===== src/rtl/tmr_sched.sv =====
`default_nettype none
// ============================================================================
// Module      : tmr_sched
// Description : Round-robin scheduler sharing one down-counting one-shot
//               timer between NREQ requesters. The winner's timeout is
//               loaded, counted down to zero, and a one-cycle done pulse is
//               returned under a four-phase req/done handshake.
//               Optional build macro: TMR_SCHED_ABORT_EN (owner dropping
//               req during a run aborts it without a done pulse).
// Revision    : 1.0 - initial release
// ============================================================================
module tmr_sched #(
  parameter int WIDTH = 16,   // timer / timeout width
  parameter int NREQ  = 4,    // number of requesters (2..16)
  parameter int IDXW  = 2     // index width, 2**IDXW >= NREQ
) (
  input  logic                  clk,
  input  logic                  rstn,
  input  logic [NREQ-1:0]       i_req,
  input  logic [NREQ*WIDTH-1:0] i_top,
  output logic [NREQ-1:0]       o_gnt,
  output logic [NREQ-1:0]       o_done,
  output logic                  o_busy,
  output logic [IDXW-1:0]       o_owner,
  output logic [WIDTH-1:0]      o_cnt
);

  typedef enum logic [1:0] {
    S_IDLE = 2'd0,
    S_RUN  = 2'd1,
    S_WAIT = 2'd2
  } state_t;

  localparam logic [NREQ-1:0] C_ONE = {{(NREQ-1){1'b0}}, 1'b1};

  // (a + b) mod NREQ for operands already below NREQ; one subtract suffices.
  function automatic logic [IDXW-1:0] f_add_mod(input logic [IDXW-1:0] a,
                                                input logic [IDXW:0]   b);
    logic [IDXW+1:0] s;
    s = (IDXW+2)'(a) + (IDXW+2)'(b);
    if (s >= (IDXW+2)'(NREQ)) begin
      s = s - (IDXW+2)'(NREQ);
    end
    return s[IDXW-1:0];
  endfunction

  // Registered state
  state_t            r_state;
  logic [NREQ-1:0]   r_gnt;
  logic [NREQ-1:0]   r_done;
  logic              r_busy;
  logic [IDXW-1:0]   r_owner;
  logic [WIDTH-1:0]  r_cnt;
  logic [IDXW-1:0]   r_ptr;

  // Next-state values
  state_t            w_state_nxt;
  logic [NREQ-1:0]   w_gnt_nxt;
  logic [NREQ-1:0]   w_done_nxt;
  logic              w_busy_nxt;
  logic [IDXW-1:0]   w_owner_nxt;
  logic [WIDTH-1:0]  w_cnt_nxt;
  logic [IDXW-1:0]   w_ptr_nxt;

  // Arbitration and helper signals
  logic [WIDTH-1:0]  w_top [NREQ];
  logic              w_any;
  logic [IDXW-1:0]   w_winner;
  logic [IDXW-1:0]   w_idx;
  logic [NREQ-1:0]   w_winner_oh;
  logic [NREQ-1:0]   w_owner_oh;
  logic              w_owner_req;
  logic              w_abort;

  // Unpack the flat timeout bus into one entry per requester.
  genvar gi;
  generate
    for (gi = 0; gi < NREQ; gi++) begin : g_top
      assign w_top[gi] = i_top[gi*WIDTH +: WIDTH];
    end
  endgenerate

  assign w_owner_req = i_req[r_owner];
  assign w_winner_oh = C_ONE << w_winner;
  assign w_owner_oh  = C_ONE << r_owner;

`ifdef TMR_SCHED_ABORT_EN
  // Owner withdrawing its request mid-run cancels the run.
  assign w_abort = ~w_owner_req;
`else
  // Withdrawal during a run is ignored; the run always completes.
  assign w_abort = 1'b0;
`endif

  // Round-robin search: first requester at or after r_ptr (mod NREQ).
  // The loop runs from the farthest offset down so the nearest one wins.
  always_comb begin
    w_any    = 1'b0;
    w_winner = r_ptr;
    w_idx    = r_ptr;
    for (int k = NREQ - 1; k >= 0; k--) begin
      w_idx = f_add_mod(r_ptr, (IDXW+1)'(k));
      if (i_req[w_idx]) begin
        w_any    = 1'b1;
        w_winner = w_idx;
      end
    end
  end

  // Next-state and datapath decode; every target defaults to hold.
  always_comb begin
    w_state_nxt = r_state;
    w_gnt_nxt   = r_gnt;
    w_done_nxt  = '0;
    w_owner_nxt = r_owner;
    w_cnt_nxt   = r_cnt;
    w_ptr_nxt   = r_ptr;

    case (r_state)
      S_IDLE: begin
        if (w_any) begin
          w_state_nxt = S_RUN;
          w_gnt_nxt   = w_winner_oh;
          w_owner_nxt = w_winner;
          w_cnt_nxt   = w_top[w_winner];
          w_ptr_nxt   = f_add_mod(w_winner, (IDXW+1)'(1));
        end
      end

      S_RUN: begin
        if (w_abort) begin
          // Interrupted run: no done, pointer keeps its grant-time value.
          w_state_nxt = S_IDLE;
          w_gnt_nxt   = '0;
          w_cnt_nxt   = '0;
        end else if (r_cnt != '0) begin
          w_cnt_nxt = r_cnt - WIDTH'(1);
        end else begin
          // Count exhausted: decrement is blocked here, so cnt never wraps.
          w_state_nxt = S_WAIT;
          w_gnt_nxt   = '0;
          w_done_nxt  = w_owner_oh;
        end
      end

      S_WAIT: begin
        // Hold until the owner completes the handshake; other requests
        // simply remain pending on i_req.
        if (!w_owner_req) begin
          w_state_nxt = S_IDLE;
        end
      end

      default: begin
        w_state_nxt = S_IDLE;
        w_gnt_nxt   = '0;
      end
    endcase

    w_busy_nxt = (w_state_nxt != S_IDLE);
  end

  // State and datapath registers with asynchronous clear.
  always_ff @(posedge clk or negedge rstn) begin
    if (!rstn) begin
      r_state <= S_IDLE;
      r_gnt   <= '0;
      r_done  <= '0;
      r_busy  <= 1'b0;
      r_owner <= '0;
      r_cnt   <= '0;
      r_ptr   <= '0;
    end else begin
      r_state <= w_state_nxt;
      r_gnt   <= w_gnt_nxt;
      r_done  <= w_done_nxt;
      r_busy  <= w_busy_nxt;
      r_owner <= w_owner_nxt;
      r_cnt   <= w_cnt_nxt;
      r_ptr   <= w_ptr_nxt;
    end
  end

  assign o_gnt   = r_gnt;
  assign o_done  = r_done;
  assign o_busy  = r_busy;
  assign o_owner = r_owner;
  assign o_cnt   = r_cnt;

endmodule
`default_nettype wire


===== config.mk =====
export PLATFORM = sky130hd
export DESIGN_NAME = tmr_sched
export DESIGN_NICKNAME = d
export VERILOG_FILES = /design/src/rtl/tmr_sched.sv
export SDC_FILE = /design/constraint.sdc
export NUM_CORES = 1
export LEC_CHECK = 0
export CORE_UTILIZATION = 46
export DETAILED_ROUTE_END_ITERATION = 10
export PLACE_DENSITY = 0.85
export SLEW_MARGIN = 20
export SYNTH_ARGS = -nofsm -noshare
export SYNTH_HDL_FRONTEND = slang
export SYNTH_SLANG_ARGS = --single-unit

===== constraint.sdc =====
create_clock -name clk -period 5.2 [get_ports clk]
set_input_delay 0.52 -clock clk [delete_from_list [all_inputs] [get_ports clk]]
set_output_delay 0.52 -clock clk [all_outputs]
set_load 0.01 [all_outputs]

# ---- Word-level counts from Yosys, hierarchy flattened
# Cells that the tools add are included.
dict set report word_totals {
  input_bits 70
  ff_bits 31
  output_inout_bits 27
  ram_bits 0
  n_memories 0
  latchBits 0
  mem_bits_ro 0
}
dict set report op_classes {
  muxes 38
  n_shift 2
  n_addsub 10
  n_mul 0
  bitwise_logic 2
  reduce_logical 7
  div_mod_pow 0
  magnitude_cmp 11
  eq_ne 5
}
# cell count
set ops {}
lappend ops {{2-to-1 mux 16 bit} 4}
lappend ops {{binary-select mux 16 bit (select 2 bit)} 1}
lappend ops {{one-hot mux 16 bit (2 select lines)} 1}
lappend ops {{2-to-1 mux 2 bit} 12}
lappend ops {{2-to-1 mux 4 bit} 4}
lappend ops {{nonzero test 16 bit} 1}
lappend ops {{subtractor 16 x 1 -> 16 bit (second input constant)} 1}
lappend ops {{greater-or-equal comparator 3 bit (second input constant)} 5}
lappend ops {{< comparator 2 x 3 -> 1 bit (second input constant)} 5}
lappend ops {{one-hot mux 4 bit (3 select lines)} 1}
lappend ops {{binary-select mux 1 bit (select 2 bit)} 5}
lappend ops {{subtractor 2 x 1 -> 2 bit (second input constant)} 5}
lappend ops {{2-to-1 mux 1 bit} 9}
lappend ops {{<< shifter 1 x 2 -> 4 bit (first input constant)} 2}
lappend ops {{adder 2 x 1 -> 3 bit (second input constant)} 2}
lappend ops {{adder 2 x 2 -> 3 bit (second input constant)} 2}
lappend ops {{!= test 2 bit (second input constant)} 3}
lappend ops {{one-hot mux 2 bit (3 select lines)} 1}
lappend ops {{AND reduction 3 bit} 2}
lappend ops {{nonzero test 2 bit} 2}
lappend ops {{greater-or-equal comparator 2 x 3 -> 1 bit (second input constant)} 1}
lappend ops {{NOT 2 -> 3 bit} 1}
lappend ops {{equality test 2 x 1 -> 1 bit (second input constant)} 1}
lappend ops {{equality test 2 bit (second input constant)} 1}
lappend ops {{other kinds (3)} 3}

# ---- Longest topological paths before layout
# Gate-level depths: netlist (run 1).
dict set report depth {
  ltp_word 15
  ltp_mapped 10
  mapped_depth_nobuf 9
}

# ---- Worst setup path before layout (run 1)
# No wires, ideal clock.
dict set report synth_path {
  path_kind {input-to-reg}
  from {input i_req[2]}
  to {register r_cnt[15] (netlist: o_cnt[15])}
  stages 7
  n_path_buf 0
  t_arrival_ns 1.981
  setup_slack_ns 3.080
  setup_time_ns 0.139
  cell_sequence {nor2b_1 -> a21o_1 -> a211oi_2 -> inv_2 -> nand2_1 -> nor2_1 -> or4_1}
}
dict set report synth_between {
  elab_chain_len 12
}
# element line
set synth_rtl {}
lappend synth_rtl {{start, declared} 19} ;# input logic [NREQ-1:0] i_req,
lappend synth_rtl {{binary-select mux 1 bit (select 2 bit)} 103} ;# if (i_req[w_idx]) begin
lappend synth_rtl {{2-to-1 mux 1 bit (not written as such)} 103}
lappend synth_rtl {{2-to-1 mux 2 bit (3 in a row)} 103}
lappend synth_rtl {{2-to-1 mux 2 bit *} 103}
lappend synth_rtl {{named net w_winner[0]} 68} ;# logic [IDXW-1:0] w_winner;
lappend synth_rtl {{NOT 2 -> 3 bit (not written as such) *} 125} ;# w_cnt_nxt = w_top[w_winner];
lappend synth_rtl {{binary-select mux 16 bit (select 2 bit) *} 125}
lappend synth_rtl {{2-to-1 mux 16 bit (not written as such) * (2 in a row)} 125}
lappend synth_rtl {{2-to-1 mux 16 bit *} 121} ;# if (w_any) begin
lappend synth_rtl {{one-hot mux 16 bit (2 select lines) *} 119} ;# case (r_state)
lappend synth_rtl {{end signal, assigned} 179} ;# r_cnt <= w_cnt_nxt;
lappend synth_rtl {{end, declared} 53} ;# logic [WIDTH-1:0] r_cnt;
# Mark *: on every way through the listed nets, which the timed path passes. The rest lies on a longest branch. The select of a mux whose other input is x is not followed.
# A chain may end at the register's enable or synchronous reset.

# ---- Final worst setup path (run 1)
dict set report layout_path {
  from {input i_req[2]}
  to {register r_cnt[15] (netlist: o_cnt[15])}
}
dict set report layout_between {
  elab_chain_len 12
}
# element line
set layout_rtl {}
lappend layout_rtl {{binary-select mux 1 bit (select 2 bit)} 103}
lappend layout_rtl {{2-to-1 mux 1 bit (not written as such)} 103}
lappend layout_rtl {{2-to-1 mux 2 bit (4 in a row)} 103}
lappend layout_rtl {{NOT 2 -> 3 bit (not written as such)} 125}
lappend layout_rtl {{binary-select mux 16 bit (select 2 bit)} 125}
lappend layout_rtl {{2-to-1 mux 16 bit (not written as such) (2 in a row)} 125}
lappend layout_rtl {{2-to-1 mux 16 bit} 121}
lappend layout_rtl {{one-hot mux 16 bit (2 select lines)} 119}
# Parallel ways exist; a longest one is shown, timed or not. The select of a mux whose other input is x is not followed.

==> results of run 1 <==
==> power by group through the flow <==
stage	clock network [mW]	registers, mW	logic (mW)
2_1_floorplan	0	0.486	0.404
6_report	0.196	0.480	0.739
3_5_place_dp	0	0.478	0.738
3_3_place_gp	0	0.473	0.721
5_1_grt	0.208	0.495	0.805
4_1_cts	0.195	0.475	0.742
==> worst paths after layout <==
kind | startpoint | to | slack [ns] | cells after the start
max in group asynchronous | rstn | o_cnt[6] | 4.29 | 2
worst max register to register | r_ptr[1] | o_cnt[15] | 2.56 | 7
worst max-delay path | i_req[2] | o_cnt[15] | 2.23 | 8
worst min-delay path | o_gnt[0] | o_gnt[0] | 0.52 | 2
worst min register to register | o_gnt[0] | o_gnt[0] | 0.52 | 2
min in group asynchronous | rstn | o_cnt[14] | 0.62 | 2
==> cell families (layout without fill, tap and decap cells) <==
group | Yosys count | after routing | synth area share [%]
AND/OR/NAND/NOR | 90 | 90 | 22.2
AO/OA/AOI/OAI | 56 | 56 | 18.1
multiplexers | 37 | 37 | 18.3
flip-flops | 31 | 31 | 35.5
buffers and inverters | 15 | 112 | 3.09
adder cells (fa/ha/maj) | 5 | 5 | 2.87
==> metal layers <==
metal	routed length, um	vias to the layer above	part of all wire, %	GRT usage, %
met5	0	-	0	0
met4	85	0	1.3	8.89
met3	497	10	7.7	4.70
met2	3220	106	50	48.4
met1	2620	1099	41	34.4
li1	-	1086	-	-
==> stage by stage <==
stage	instance area, um^2	cells	worst slack (ns)	hold slack, ns	total power, mW
finish	3270	383	2.23	0.517	1.41
global route	3270	383	2.09	0.558	1.51
global placement	3180	376	2.03	0.497	1.19
floorplan	2180	234	3.08	0.224	0.890
detailed placement	3180	376	1.93	0.502	1.22
CTS	3270	383	2.23	0.516	1.41
==> cells in the final DEF (no fill, tap or decap), types with 5 or more instances in the layout <==
cell,count
o21ai_0,12
clkbuf_8,6
dfrtp_1,31
a21oi_1,8
nor2_1,20
nor3_1,7
clkdlybuf4s50_1,96
ha_1,5
nand3_1,7
nand2_1,24
mux2i_1,29
==> layout make-up <==
class                           instances  area [um^2]  area share, %
Sequential cell                        31          776           23.7
Multi-Input combinational cell        188         1340           41.0
Inverter                                7         26.3          0.803
Tap cell                               52         65.1           1.99
Clock buffer                            6         82.6           2.52
Timing Repair Buffer                   98          976           29.8
Clock inverter                          1         5.00          0.153
==> registers in the layout, indices dropped and copies added (netlist names) <==
| name | count |
|---|---|
| o_busy | 1 |
| o_cnt | 16 |
| o_done | 4 |
| o_gnt | 4 |
| o_owner | 2 |
| r_ptr | 2 |
| r_state | 2 |
==> worst register-to-register path, stage by stage (launching register included) <==
cell       delay [ns]
dfrtp_1          0.45
nor3b_1          0.27
a2111oi_2        0.08
nor2_4           0.48
buf_4            0.41
mux2i_1          0.23
nor2_1           0.05
or4_1            0.53
==> impl_results.md, run 1 <==
- Cts bufs inserted: 5
- Layout cells sized above 1: 7.85%
- Combinational share of power: around 52%
- Starting Density: 49.1%
- Seq cells post-synth: 31
- Tcrit/Tclk final: between 50% and 60%
- Gr usage total: between 20% and 30%
- Vias in the first global route: between 2000 and 2500
- Worst path required time: approximately 5.4 ns
- CP Max Fanout: 19
- Routed Antenna Nets: 0
- Final slew viol count: 0
- Root Driver: clkbuf_8
- CTS max path bufs: 2
- Worst path cell trace: clkdlybuf4s50_1 -> nor2b_1 -> a2111oi_2 -> nor2_4 -> buf_4 -> mux2i_1 -> nor2_1 -> or4_1
- Yosys cell types: 54
- Drc violations: 18
- Worst Path Buf+Inv: 2
- Die width: just over 70 um
- Number of clock sinks: 31
- Largest net degree at the start of global routing: 32
- Synth area leaders: dfrtp_1, mux2i_1, nand2_1, nor2_1, ha_1
- VDD IR-drop max: around 310 uV
- Setup crit start kind: input pin
- Area share of the largest cell type after synthesis: a little over a third
- RSZ-0062 raised after global routing: no
- Synth Instances: between 200 and 250
- CORE AREA: 4440 um^2
- Failing checks: DRC
- Die Ht: about 71 um
- CP max-delay cell: clkdlybuf4s50_1
- Number of synthesized flops with an enable pin: 0
- Synth area leader: dfrtp_1
- Io pins: 97
- Sequential share of the synthesized area: 35.5%
- Gr ovfl total: 0
- Core Util, Final: between 70% and 80%
- Period minus WS final: roughly 3.0 ns
- FFs w/ async S/R, synth: 100%
- Vias: 2301
- Worst path max stage delay: about 0.58 ns
- Critical path arrival: ~3.1 ns
- Clock power frac: between 10% and 20%
- Leakage power total: 1.38 nW
- Mapped Nets: 309
- DP HPWL: around 4900 um
- Fmax: 0.337 GHz
- Status: complete, but fails checks
- Setup TNS Final: 0 ns
- Int Pwr: roughly 0.84 mW
- Worst Clk Skew: around 0.0094 ns
- Maxcap violations: 0
- Switching Fraction: slightly above 40%
- Min-delay worst type: register to register
- Total Nets Final: about 410
- PD cells: 433 nW/um^2
- First-pass GRT wire length: around 11000 um
- Mapped Area: about 2200 um^2
- Initial DRC count: around 250
- CTS Hold Bufs: 0
- Row count: 24
- Postcts setup bufs: 0
- Fillers: about 340
- Post_cts resized: 0
- Crit path max-delay family: simple AND/OR/NAND/NOR gates
- TritonCTS clock tree: yes
- CTS clk-pin slew, worst paths: approximately 0.07 ns
- Measured slew at the worst slew-check pin: between 0.9 and 1 ns
- DR WL/cell: around 17 um
- Average size of a mapped cell: just over 9 um^2
- Worst slew margin: between 30% and 40%
- Final setup violation count: 0
- Initial antenna violation count: 0
- Diode count: 0
- NetSw: roughly 0.57 mW
- CP Capture Type: register
- H-Tree Depth: 2
- Detailed Routing Iterations Pass 1: 7
- IO buf count: 96
- CP Class: input pin to register
- Area delta synth->final: 49.8%
- Final GP Congestion: between 0.8 and 0.9
- Worst-skew pair later-pin latency: between 0.2 and 0.3 ns
- Syn. warnings: 0
- Top_reg_cell synth: dfrtp_1
- Hold Fails Final Rpt: 0
- Reg power frac: approximately 34%
- Die footprint: 5030 um^2
- Top post-synthesis cells by count: dfrtp_1, mux2i_1, nand2_1, nor2_1, o21ai_0
- Vias per cell: roughly 6
- Count leader, synth: dfrtp_1
- Total wire length: 6430 um
Power figures use the tool's default switching activity.
==> run 2, diff against run 1 <==
--- a/config.mk
+++ b/config.mk
@@ -5,9 +5,9 @@
 export SDC_FILE = /design/constraint.sdc
 export NUM_CORES = 1
 export LEC_CHECK = 0
-export CORE_UTILIZATION = 46
+export CORE_UTILIZATION = 42
 export DETAILED_ROUTE_END_ITERATION = 10
-export PLACE_DENSITY = 0.85
+export PLACE_DENSITY = 0.78
 export SLEW_MARGIN = 20
 export SYNTH_ARGS = -nofsm -noshare
 export SYNTH_HDL_FRONTEND = slang
==> constraint.sdc (replaced) <==
create_clock -name clk -period 2.9 [get_ports clk]
set_input_delay 0.29 -clock clk [delete_from_list [all_inputs] [get_ports clk]]
set_output_delay 0.29 -clock clk [all_outputs]
set_load 0.01 [all_outputs]
==> impl_results.md, run 2 (synthesis results as in run 1) <==
- Starting Density: 45.0% (-4.1 points)
- Worst Path Buf+Inv: 2 (unchanged)
- CP Capture Type: register
- Power consumption: 2.67 mW (+89%)
- Vias: 2363 (+2.7%)
- Measured slew at the worst slew-check pin: 0.534 ns (-0.366 ns)
- Initial antenna violation count: 0 (unchanged)
- Die Ht: 74.1 um (+4.5%)
- CTS clk-pin slew, worst paths: 0.07 ns (about the same)
- TritonCTS clock tree: yes
- Most frequent cells in the layout: clkdlybuf4s50_1, dfrtp_1, mux2i_1, nand2_1, nor2_1
- CP Class: register to register
- CP max-delay cell: dfrtp_1
- Area of the multi-input gates: 1340 um^2 (unchanged)
- Leakage power total: 1.44 nW (+4.1%)
- Diode count: 0 (unchanged)
- Io pins: 97 (unchanged)
- Setup crit start kind: register
- Hold Fails Final Rpt: 0 (unchanged)
- Setup TNS Final: 0 ns (unchanged)
- PD cells: 787 nW/um^2 (+82%)
- Routed Antenna Nets: 0 (unchanged)
- Vias per cell: 5.81 (-3.4%)
- Postcts setup bufs: 0 (unchanged)
- CTS max path bufs: 2 (unchanged)
- Maxcap violations: 0 (unchanged)
- Reg area: 776 um^2 (unchanged)
- Crit path max-delay family: simple AND/OR/NAND/NOR gates
- Gr ovfl total: 0 (unchanged)
- Final setup violation count: 0 (unchanged)
- DR WL/cell: 16.3 um (-2.7%)
- Total wire length: 6640 um (+3.4%)
- Final GP Congestion: 0.901 (+8.9%)
- DP HPWL: 5030 um (+2.6%)
- Worst path required time: 3.05 ns (-2.30 ns)
- Worst path cell trace: inv_1 -> ha_1 -> nor3b_2 -> nand2_1 -> o21ai_1 -> and2_1 -> inv_2 -> a22oi_1 -> a221oi_1
- Total Nets Final: 414 (+2.0%)
- Final slew viol count: 0 (unchanged)
- Die width: 74.1 um (+4.5%)
- CP Max Fanout: 7 (-12)
- CORE AREA: 4850 um^2 (+9.1%)
- Commonest non-fill, non-tap cell in the layout: clkdlybuf4s50_1
- Die footprint: 5490 um^2 (+9.2%)
- Worst Clk Skew: 0.00521 ns (-0.00418 ns)
- Critical path arrival: 2.69 ns (-0.43 ns)
- Layout cells sized above 1: 10.3% (+2.4 points)
- Drc violations: 0 (-18)
- Cts bufs inserted: 5 (unchanged)
- Fmax: around 0.39 GHz
- Worst path max stage delay: 0.43 ns (-0.15 ns)
- Tcrit/Tclk final: 87.8%
- Min-delay worst type: input pin to asynchronous set/reset pin
- Initial DRC count: 226 (-8.9%)
- Number of clock sinks: 31 (unchanged)
- Vias in the first global route: 2235 (-0.71%)
- H-Tree Depth: 2 (unchanged)
- Gr usage total: 26.0% (-1.5 points)
- VDD IR-drop max: 438 uV (+40%)
- Root Driver: clkbuf_8
- Largest net degree at the start of global routing: 32 (unchanged)
- Status: completed
- Post_cts resized: 0 (unchanged)
- Worst slew margin: 64.1% (+25 points)
- Largest register FFs: 16 (unchanged)
- Row count: 25 (+4.2%)
- Fillers: 391 (+16%)
- Worst-skew pair later-pin latency: 0.29 ns (about the same)
- Area delta synth->final: 55.4%
- IO buf count: 96 (unchanged)
- CTS Hold Bufs: 0 (unchanged)
- RSZ-0062 raised after global routing: no
- Period minus WS final: 2.55 ns
- Detailed Routing Iterations Pass 1: 5 (-2)
- First-pass GRT wire length: 10800 um (-0.82%)
[run 2: cell type report]
cell class	instances	area share, %
multi-input combinational	188	39.5
sequential	31	22.9
tap	67	2.47
clock inverter	2	1.03
timing repair buffer	106	30.9
inverter	7	0.775
clock buffer	6	2.43
[run 2: power breakdown]
group | leakage, nW | internal (mW) | switching, mW | total [mW]
Clock | 0.0612 | 0.278 | 0.172 | 0.450
Combinational | 0.997 | 0.755 | 0.605 | 1.36
Sequential | 0.378 | 0.597 | 0.264 | 0.861
Total | 1.44 | 1.63 | 1.04 | 2.67
[run 2: metrics by stage]
stage	cells	hold slack [ns]	instance area [um^2]	setup slack, ns	utilization (%)
after detailed placement	399	0.501	3270	0.250	67.5
after floorplan	234	-0.00559	2180	0.789	-
after CTS	407	0.402	3390	0.386	70.0
final	407	0.387	3390	0.355	70.0
after global placement	399	0.493	3270	0.367	67.5
after global routing	407	0.421	3390	0.202	70.0
[run 2: path summary, 6_finish.rpt]
kind / cells past startpoint / to / startpoint / slack (ns)
hold / removal: 2 / o_gnt[1] / rstn / 0.39
hold reg to reg: 2 / o_gnt[3] / o_gnt[3] / 0.51
min in group clk: 2 / o_gnt[3] / o_gnt[3] / 0.51
max in group asynchronous: 2 / o_done[3] / rstn / 2.21
setup / recovery: 9 / o_cnt[11] / o_cnt[1] / 0.35
setup reg to reg: 9 / o_cnt[11] / o_cnt[1] / 0.35
[run 2: routing by layer]
layer / track usage [%] / routed length, um / up-vias
met2: 42.9 / 3180 / 143
met3: 5.15 / 539 / 11
li1: - / - / 1100
met5: 0 / 0 / -
met1: 33.6 / 2790 / 1109
met4: 9.83 / 135 / 0
==> run 3, diff against run 2 <==
--- a/config.mk
+++ b/config.mk
@@ -7,6 +7,7 @@
 export LEC_CHECK = 0
 export CORE_UTILIZATION = 42
 export DETAILED_ROUTE_END_ITERATION = 10
+export GPL_ROUTABILITY_DRIVEN = 1
 export PLACE_DENSITY = 0.78
 export SLEW_MARGIN = 20
 export SYNTH_ARGS = -nofsm -noshare
==> results of run 3 <==
Final layout, timing and power as in run 2 (identical DEF).
